--- config.mk ---
export PLATFORM = sky130hd
export DESIGN_NAME = stream_encoder
export DESIGN_NICKNAME = d
export VERILOG_FILES = /design/src/rtl/stream_encoder_pkg.sv /design/src/rtl/stream_encoder_fifo.sv /design/src/rtl/stream_encoder.sv
export SDC_FILE = /design/constraint.sdc
export NUM_CORES = 2
export LEC_CHECK = 0
export BUFFER_PORTS_ARGS = -buffer_cell sky130_fd_sc_hd__buf_2
export CELL_PAD_IN_SITES_DETAIL_PLACEMENT = 1
export CELL_PAD_IN_SITES_GLOBAL_PLACEMENT = 1
export CORE_UTILIZATION = 45
export CTS_CLUSTER_SIZE = 24
export DETAILED_ROUTE_END_ITERATION = 8
export PLACE_DENSITY_LB_ADDON = 0.12
export SETUP_SLACK_MARGIN = 0.5
export SLEW_MARGIN = 20
export SYNTH_ARGS = -nofsm -noshare
export SYNTH_HDL_FRONTEND = slang
export SYNTH_SLANG_ARGS = --single-unit
--- constraint.sdc ---
create_clock -name clk -period 4.1 [get_ports clk]
set_input_delay 0.41 -clock clk [delete_from_list [all_inputs] [get_ports clk]]
set_output_delay 0.41 -clock clk [all_outputs]
set_load 0.03 [all_outputs]
--- src/rtl/stream_encoder_pkg.sv ---
// Shared definitions for the stream encoder: default widths, FSM state encoding
// and a ceiling-log2 helper used to size counters and width fields.
package stream_encoder_pkg;

    localparam int DEF_WIDTH_SYM       = 8;
    localparam int DEF_WIDTH_OUT       = 64;
    localparam int DEF_MAX_CODE_LENGTH = 9;
    localparam int DEF_FIFO_DEPTH      = 4;

    typedef enum logic [1:0] {
        ST_RUN   = 2'd0,
        ST_DRAIN = 2'd1,
        ST_EMIT  = 2'd2
    } enc_state_e;

    function automatic int log2_ceil(input int value);
        int r;
        r = 0;
        for (int i = 0; i < 31; i++) begin
            if ((1 << i) < value) r = i + 1;
        end
        return r;
    endfunction

endpackage

--- src/rtl/stream_encoder_fifo.sv ---
// Show-ahead synchronous FIFO with occupancy count; head word is visible on
// rd_data_o whenever empty_o is low and reads as zero while empty.
module stream_encoder_fifo
    import stream_encoder_pkg::*;
#(
    parameter int WIDTH = DEF_WIDTH_OUT,
    parameter int DEPTH = DEF_FIFO_DEPTH,
    parameter int CNT_W = log2_ceil(DEPTH + 1)
) (
    input  logic             clk,
    input  logic             rst,
    input  logic             wr_en_i,
    input  logic [WIDTH-1:0] wr_data_i,
    input  logic             rd_en_i,
    output logic [WIDTH-1:0] rd_data_o,
    output logic [CNT_W-1:0] count_o,
    output logic             empty_o,
    output logic             full_o
);

    localparam int AW = log2_ceil(DEPTH);

    logic [WIDTH-1:0] mem [DEPTH];
    logic [AW-1:0]    wr_ptr_q;
    logic [AW-1:0]    rd_ptr_q;
    logic [CNT_W-1:0] count_q;
    logic             wr_ok;
    logic             rd_ok;

    assign empty_o   = (count_q == '0);
    assign full_o    = (count_q == CNT_W'(DEPTH));
    assign wr_ok     = wr_en_i && !full_o;
    assign rd_ok     = rd_en_i && !empty_o;
    assign count_o   = count_q;
    assign rd_data_o = empty_o ? '0 : mem[rd_ptr_q];

    always_ff @(posedge clk) begin
        if (wr_ok) mem[wr_ptr_q] <= wr_data_i;
    end

    always_ff @(posedge clk) begin
        if (rst) begin
            wr_ptr_q <= '0;
            rd_ptr_q <= '0;
            count_q  <= '0;
        end else begin
            if (wr_ok) wr_ptr_q <= wr_ptr_q + AW'(1);
            if (rd_ok) rd_ptr_q <= rd_ptr_q + AW'(1);
            count_q <= count_q + CNT_W'(wr_ok) - CNT_W'(rd_ok);
        end
    end

endmodule

--- src/rtl/stream_encoder.sv ---
// Table-driven variable-length encoder packing codes MSB-first into output words.
// Define STREAM_ENCODER_BIT_COUNT_EN to add the total_bits code-bit counter output.
module stream_encoder
    import stream_encoder_pkg::*;
#(
    parameter int WIDTH_SYM            = DEF_WIDTH_SYM,
    parameter int WIDTH_OUT            = DEF_WIDTH_OUT,
    parameter int MAX_CODE_LENGTH      = DEF_MAX_CODE_LENGTH,
    parameter int LOG2_MAX_CODE_LENGTH = log2_ceil(MAX_CODE_LENGTH + 1),
    parameter int FIFO_DEPTH           = DEF_FIFO_DEPTH
) (
    input  logic                            clk,
    input  logic                            rst,
    input  logic                            push,
    input  logic [WIDTH_SYM-1:0]            d,
    output logic                            full,
    output logic [WIDTH_OUT-1:0]            q,
    output logic                            ready,
    input  logic                            pop,
    input  logic                            flush,
    input  logic                            table_push,
    input  logic [WIDTH_SYM-1:0]            table_addr,
    input  logic [LOG2_MAX_CODE_LENGTH-1:0] table_code_width,
    input  logic [MAX_CODE_LENGTH-1:0]      table_code
`ifdef STREAM_ENCODER_BIT_COUNT_EN
    ,
    output logic [31:0]                     total_bits
`endif
);

    localparam int LW     = LOG2_MAX_CODE_LENGTH;
    localparam int ACC_W  = 2 * WIDTH_OUT;
    localparam int FILL_W = log2_ceil(ACC_W + 1);
    localparam int CNT_W  = log2_ceil(FIFO_DEPTH + 1);
    localparam logic [FILL_W-1:0] WORD_FILL = FILL_W'(WIDTH_OUT);
    localparam logic [FILL_W-1:0] ACC_FILL  = FILL_W'(ACC_W);

    function automatic logic [LW-1:0] clamp_width(input logic [LW-1:0] w);
        if (w > LW'(MAX_CODE_LENGTH)) return LW'(MAX_CODE_LENGTH);
        return w;
    endfunction

    logic                   tbl_we_q;
    logic [WIDTH_SYM-1:0]   tbl_addr_q;
    logic [LW-1:0]          tbl_width_q;
    logic [MAX_CODE_LENGTH-1:0] tbl_code_q;
    logic [MAX_CODE_LENGTH-1:0] code_mem  [2**WIDTH_SYM];
    logic [LW-1:0]              width_mem [2**WIDTH_SYM];

    logic                   accept;
    logic                   vld_p1_q;
    logic                   vld_p2_q;
    logic [WIDTH_SYM-1:0]   sym_p1_q;
    logic [MAX_CODE_LENGTH-1:0] code_p2_q;
    logic [LW-1:0]          width_p2_q;

    logic [ACC_W-1:0]       acc_q, acc_d, acc_s, code_al;
    logic [FILL_W-1:0]      fill_q, fill_d, fill_s;
    logic                   extract;
    logic                   emit_pad;

    enc_state_e             state_q;
    logic [1:0]             drain_cnt_q;

    logic                   fifo_wr;
    logic [CNT_W-1:0]       fifo_count;
    logic                   fifo_empty;
    logic                   fifo_full;

    assign accept = push && !full;
    assign full   = (fifo_count >= CNT_W'(FIFO_DEPTH - 1)) || (state_q != ST_RUN);
    assign ready  = !fifo_empty;

    always_ff @(posedge clk) begin
        if (rst) tbl_we_q <= 1'b0;
        else     tbl_we_q <= table_push;
        tbl_addr_q  <= table_addr;
        tbl_width_q <= table_code_width;
        tbl_code_q  <= table_code;
    end

    // p1 -> p2: table read, old data on read-during-write
    always_ff @(posedge clk) begin
        if (tbl_we_q) begin
            code_mem[tbl_addr_q]  <= tbl_code_q;
            width_mem[tbl_addr_q] <= tbl_width_q;
        end
        code_p2_q  <= code_mem[sym_p1_q];
        width_p2_q <= clamp_width(width_mem[sym_p1_q]);
    end

    // p0 -> p1: symbol capture
    always_ff @(posedge clk) begin
        if (rst) begin
            vld_p1_q <= 1'b0;
            vld_p2_q <= 1'b0;
        end else begin
            vld_p1_q <= accept;
            vld_p2_q <= vld_p1_q;
        end
        sym_p1_q <= d;
    end

    // p2 -> accumulator: drop a completed word, then append the new code below the fill
    always_comb begin
        extract  = (fill_q >= WORD_FILL) && !fifo_full;
        acc_s    = extract ? (acc_q << WIDTH_OUT) : acc_q;
        fill_s   = extract ? (fill_q - WORD_FILL) : fill_q;
        code_al  = ACC_W'(code_p2_q) << (ACC_FILL - FILL_W'(width_p2_q));
        acc_d    = acc_s;
        fill_d   = fill_s;
        if (vld_p2_q) begin
            acc_d  = acc_s | (code_al >> fill_s);
            fill_d = fill_s + FILL_W'(width_p2_q);
        end
        emit_pad = (state_q == ST_EMIT) && (fill_q < WORD_FILL) && (fill_q != '0) && !fifo_full;
        if (emit_pad) begin
            acc_d  = '0;
            fill_d = '0;
        end
        fifo_wr = extract || emit_pad;
    end

    always_ff @(posedge clk) begin
        if (rst) begin
            acc_q  <= '0;
            fill_q <= '0;
        end else begin
            acc_q  <= acc_d;
            fill_q <= fill_d;
        end
    end

    always_ff @(posedge clk) begin
        if (rst) begin
            state_q     <= ST_RUN;
            drain_cnt_q <= '0;
        end else begin
            case (state_q)
                ST_RUN: begin
                    if (flush) begin
                        state_q     <= ST_DRAIN;
                        drain_cnt_q <= '0;
                    end
                end
                ST_DRAIN: begin
                    if (drain_cnt_q == 2'd2) state_q <= (fill_d != '0) ? ST_EMIT : ST_RUN;
                    else                     drain_cnt_q <= drain_cnt_q + 2'd1;
                end
                ST_EMIT: begin
                    // a full word still pending leaves through the normal extract path first
                    if (emit_pad || (fill_q == '0)) state_q <= ST_RUN;
                end
                default: state_q <= ST_RUN;
            endcase
        end
    end

    stream_encoder_fifo #(
        .WIDTH (WIDTH_OUT),
        .DEPTH (FIFO_DEPTH),
        .CNT_W (CNT_W)
    ) u_fifo (
        .clk       (clk),
        .rst       (rst),
        .wr_en_i   (fifo_wr),
        .wr_data_i (acc_q[ACC_W-1 -: WIDTH_OUT]),
        .rd_en_i   (pop),
        .rd_data_o (q),
        .count_o   (fifo_count),
        .empty_o   (fifo_empty),
        .full_o    (fifo_full)
    );

`ifdef STREAM_ENCODER_BIT_COUNT_EN
    logic [31:0] total_bits_q;

    always_ff @(posedge clk) begin
        if (rst)           total_bits_q <= '0;
        else if (vld_p2_q) total_bits_q <= total_bits_q + 32'(width_p2_q);
    end

    assign total_bits = total_bits_q;
`endif

endmodule

==> implementation parameters <==
Parameter                              Value

Finish
  Leading cell type in the layout, fill and taps excluded    sky130_fd_sc_hd__edfxtp_1
  Count of fill cells added during filler insertion    29,470
  Layout cells sized above 1    35.88%
  Final core utilization    54.14%
  Number of nets in the finished design    8,830
  Layout-stage area growth over the synthesis result    19.51%
  Highest-count cells in the layout ignoring fill and taps    3,584 x sky130_fd_sc_hd__edfxtp_1, 1,177 x sky130_fd_sc_hd__mux4_2, 945 x sky130_fd_sc_hd__buf_4, 427 x sky130_fd_sc_hd__nor2_1, 414 x sky130_fd_sc_hd__clkbuf_16
  Final standard cell count with taps included and fillers excluded    13,650

Yosys
  Synthesized area per cell    20.11 sq um
  Sequential-to-total area share from yosys stat    73.01%
  Cell area after synthesis    152,700 sq um
  Commonest register cell after synthesis    sky130_fd_sc_hd__edfxtp_1
  Share of async-settable or async-resettable flops after synthesis    0%
  Number of nets in the synthesized netlist    7,646
  Cell count after synthesis    7,593
  Synthesized flop and latch total    3,778
  Synth cell types    115
  Count of yosys warnings during synthesis    0
  Number of enable-type register cells in the synthesized netlist    3,584

Placed design
  Dpl cells    12,670
  Pre-CTS WS    -61.39 ps
  Weighted congestion reported at the end of routability-driven placement    1.008
  PortBufs    100
  Placed wire-length estimate after detailed placement    317.1 mm

Floorplanning
  Total number of placement rows    213
  Core area    337,100 sq um
  Initial Utilization    45.30%
  Floorplan die area    341,700 sq um
  DIE HEIGHT    584.6 um
  Number of top-level design ports    101
  Chip Width    584.6 um

Critical path
  Required time of the critical path    4920 ps
  Worst reg2reg endpoint    code_p2_q[1]
  Worst setup slack for register-to-register paths    280 ps
  Critical R2R Launch    sym_p1_q[0]
  Crit Path Class    flop to flop
  Worst-case reg-to-reg path depth    11
  Type of element launching the critical path    flop
  Arrival time reported for the critical path endpoint    4640 ps
  Endpoint class of the critical path    flop
  Critical path peak fanout    8

Power
  Total Power    93.61 mW
  Power density relative to cell area    512.8 nW/um^2
  Flop pwr share    46.3%
  Logic pwr share    15.7%
  Switching Power    24.70 mW
  Switching share of power    26.39%
  LEAKAGE    58.63 nW
  Maximum resistive drop on vdd    0.0004789 V
  Share of total power in the clock network    38.1%
  Internal cell power    68.91 mW

Clock tree
  Clk sinks    3,778
  CTS root buf    sky130_fd_sc_hd__clkbuf_16
  Worst-case clock buffer depth    4
  Source-to-sink clock delay at the later pin of the worst-skew pair    970 ps
  Number of buffers created by CTS    397
  Clock-pin transition on the worst setup and hold timing paths    60 ps
  Clock tree from TritonCTS    yes
  H-tree levels    5

Worst hold path
  Instance count along the most critical hold path    2
  Endpoint, Worst Hold    tbl_code_q[0]
  Hold path startpoint    table_code[0]
  Worst hold path class    primary input to flop

Timing
  Final number of hold-violating endpoints    0
  Final period utilization    93.22%
  Setup repair after global routing missed its margin    true
  Final TNS setup    0 ps
  Shortest period the worst path allows    3822 ps
  Relative slew slack    20.74%
  Worst slew pin tran    1186 ps
  Post-route setup slack    278.0 ps
  Top achievable clock speed    261.6 MHz
  Total count of max-transition violations in the final report    0
  Worst clock skew    74.02 ps
  Count of endpoints failing setup in the final report    0

Route
  Average wire per standard cell    35.59 um
  Violation count after the first detailed-routing iteration    9,205
  Post-route DRC violation count    0
  Vias    85,220
  Drt total wl    485.7 mm
  Pre-antenna DRT Iters    8
  Ratio of routed vias to standard cells    6.245
  Routed Antenna Nets    0

GRT
  Total track usage    28.20%
  Via count of the first global-routing pass    86,430
  Antenna violations before repair    28
  GRT overflow    0
  Wire length of the first global-routing pass    678.6 mm
  Pin count of the biggest net entering global routing    163

Outcome
  Run status    finished clean

Run
  Max-cap violations    0
==> worst max-delay path: stages, from the launching register on <==
cell,delay [ps]
sky130_fd_sc_hd__dfxtp_4,420
sky130_fd_sc_hd__buf_12,160
sky130_fd_sc_hd__buf_12,110
sky130_fd_sc_hd__buf_16,150
sky130_fd_sc_hd__buf_16,180
sky130_fd_sc_hd__buf_16,140
sky130_fd_sc_hd__buf_12,120
sky130_fd_sc_hd__buf_4,120
sky130_fd_sc_hd__mux4_2,550
sky130_fd_sc_hd__mux4_2,560
sky130_fd_sc_hd__mux4_2,600
sky130_fd_sc_hd__mux4_2,530
==> synthesized netlist by cell type (16+ instances only) <==
cell type	n	area, sq um
sky130_fd_sc_hd__edfxtp_1	3584	107600
sky130_fd_sc_hd__mux4_2	1177	26510
sky130_fd_sc_hd__nor2_1	440	1652
sky130_fd_sc_hd__nand2_1	342	1284
sky130_fd_sc_hd__clkbuf_1	313	1175
sky130_fd_sc_hd__dfxtp_1	194	3884
sky130_fd_sc_hd__buf_2	109	545.5
sky130_fd_sc_hd__o21ai_0	106	530.5
sky130_fd_sc_hd__a21oi_1	103	515.5
sky130_fd_sc_hd__nand3_1	95	475.5
sky130_fd_sc_hd__and2_1	87	544.3
sky130_fd_sc_hd__nor3_1	79	395.4
sky130_fd_sc_hd__a31oi_1	77	481.7
sky130_fd_sc_hd__buf_1	60	225.2
sky130_fd_sc_hd__mux2i_1	52	520.5
sky130_fd_sc_hd__o211ai_1	51	382.9
sky130_fd_sc_hd__a221oi_1	40	350.3
sky130_fd_sc_hd__nand4_1	38	237.7
sky130_fd_sc_hd__o22ai_1	38	237.7
sky130_fd_sc_hd__a211oi_1	35	262.8
sky130_fd_sc_hd__a22oi_1	26	195.2
sky130_fd_sc_hd__a32oi_1	24	210.2
sky130_fd_sc_hd__inv_1	23	86.33
sky130_fd_sc_hd__o221ai_1	21	183.9
sky130_fd_sc_hd__o32ai_1	21	183.9
sky130_fd_sc_hd__nor2b_1	19	118.9
sky130_fd_sc_hd__and3_1	18	112.6
sky130_fd_sc_hd__o31ai_1	18	135.1
sky130_fd_sc_hd__a211o_1	16	140.1
sky130_fd_sc_hd__ha_1	16	200.2
==> worst max path at each step <==
stage / to / slack (ps) / cells past startpoint / start
after floorplan: width_mem[0][0] / -130 / 0 / tbl_width_q[0]
after global placement: acc_q[48] / -390 / 16 / width_p2_q[0]
after detailed placement: acc_q[18] / -60 / 13 / width_p2_q[0]
after CTS: code_p2_q[3] / 320 / 8 / sym_p1_q[0]
after global routing: code_p2_q[0] / 290 / 10 / sym_p1_q[0]
final: code_p2_q[1] / 280 / 11 / sym_p1_q[0]
==> state kept, by name, summed over array words and instances, names as in the netlist, named ones only <==
| register | flops |
|---|---|
| code_p2_q | 9 |
| u_fifo.wr_ptr_q | 2 |
| width_mem | 1024 |
| width_p2_q | 4 |
| sym_p1_q | 8 |
| tbl_addr_q | 8 |
| drain_cnt_q | 2 |
| u_fifo.count_o | 3 |
| fill_q | 8 |
| vld_p2_q | 1 |
| u_fifo.rd_ptr_q | 2 |
| code_mem | 2304 |
| tbl_we_q | 1 |
| state_q | 2 |
| tbl_code_q | 9 |
| acc_q | 128 |
| vld_p1_q | 1 |
| u_fifo.mem | 256 |
| tbl_width_q | 4 |
==> final cells by class <==
class,instances,area [sq um],share of cell area [%]
Antenna cell,19,47.55,0.02605
Clock buffer,524,10770,5.901
Inverter,28,113.9,0.06238
Clock inverter,210,2027,1.110
Multi-Input combinational cell,3296,40450,22.16
Timing Repair Buffer,1276,11880,6.506
Sequential cell,3778,111600,61.14
Tap cell,4515,5649,3.095
==> power by group through the flow <==
| stage | Combinational, mW | Sequential (mW) | Clock, mW |
|---|---|---|---|
| floorplan | 7.02 | 44.1 | 0 |
| CTS | 13.8 | 43.3 | 36.2 |
| global route | 15.2 | 43.4 | 37.5 |
| global placement | 12.9 | 44.1 | 0 |
| finish | 14.7 | 43.3 | 35.6 |
| detailed placement | 13.0 | 44.2 | 0 |
==> per-stage QoR <==
step                      instance area (sq um)  hold WS, ps
after detailed placement                 165400        437.7
after global placement                   165400        447.9
final                                    182500        88.64
after CTS                                180400        10.65
after floorplan                          152700        413.8
after global routing                     182500        61.98
==> cells by family (layout without fill, tap and decap cells) <==
logic type               count (synthesis)  in the layout  share of synthesized area [%]
AND/OR/NAND/NOR                       1203           1203                          3.570
XOR/XNOR                                15             15                        0.09586
AO/OA/AOI/OAI                          810            810                          3.904
adder cells (fa/ha/maj)                 18             18                         0.1573
flip-flops                            3778           3778                          73.01
buffers and inverters                  519           2038                          1.399
multiplexers                          1250           1250                          17.86
other                                    0             19                              0
==> routing by layer <==
| metal | track usage [%] | vias up | part of all wire (%) |
|---|---|---|---|
| met1 | 42.47 | 46510 | 44 |
| li1 | - | 34450 | - |
| met3 | 4.042 | 752 | 7.0 |
| met5 | 0 | - | 0.0084 |
| met4 | 7.766 | 6 | 3.0 |
| met2 | 43.24 | 3505 | 46 |
==> what timing repair did <==
action                     in CTS  in global routing
gates cloned                   17                  9
hold endpoints to repair       45                  0
resized for setup             155                181
buffers inserted               59                104
pin swaps                      21                 53
setup endpoints to repair     135                105
hold buffers                   36                  0
No activity file was read; power rests on OpenSTA's default activity.
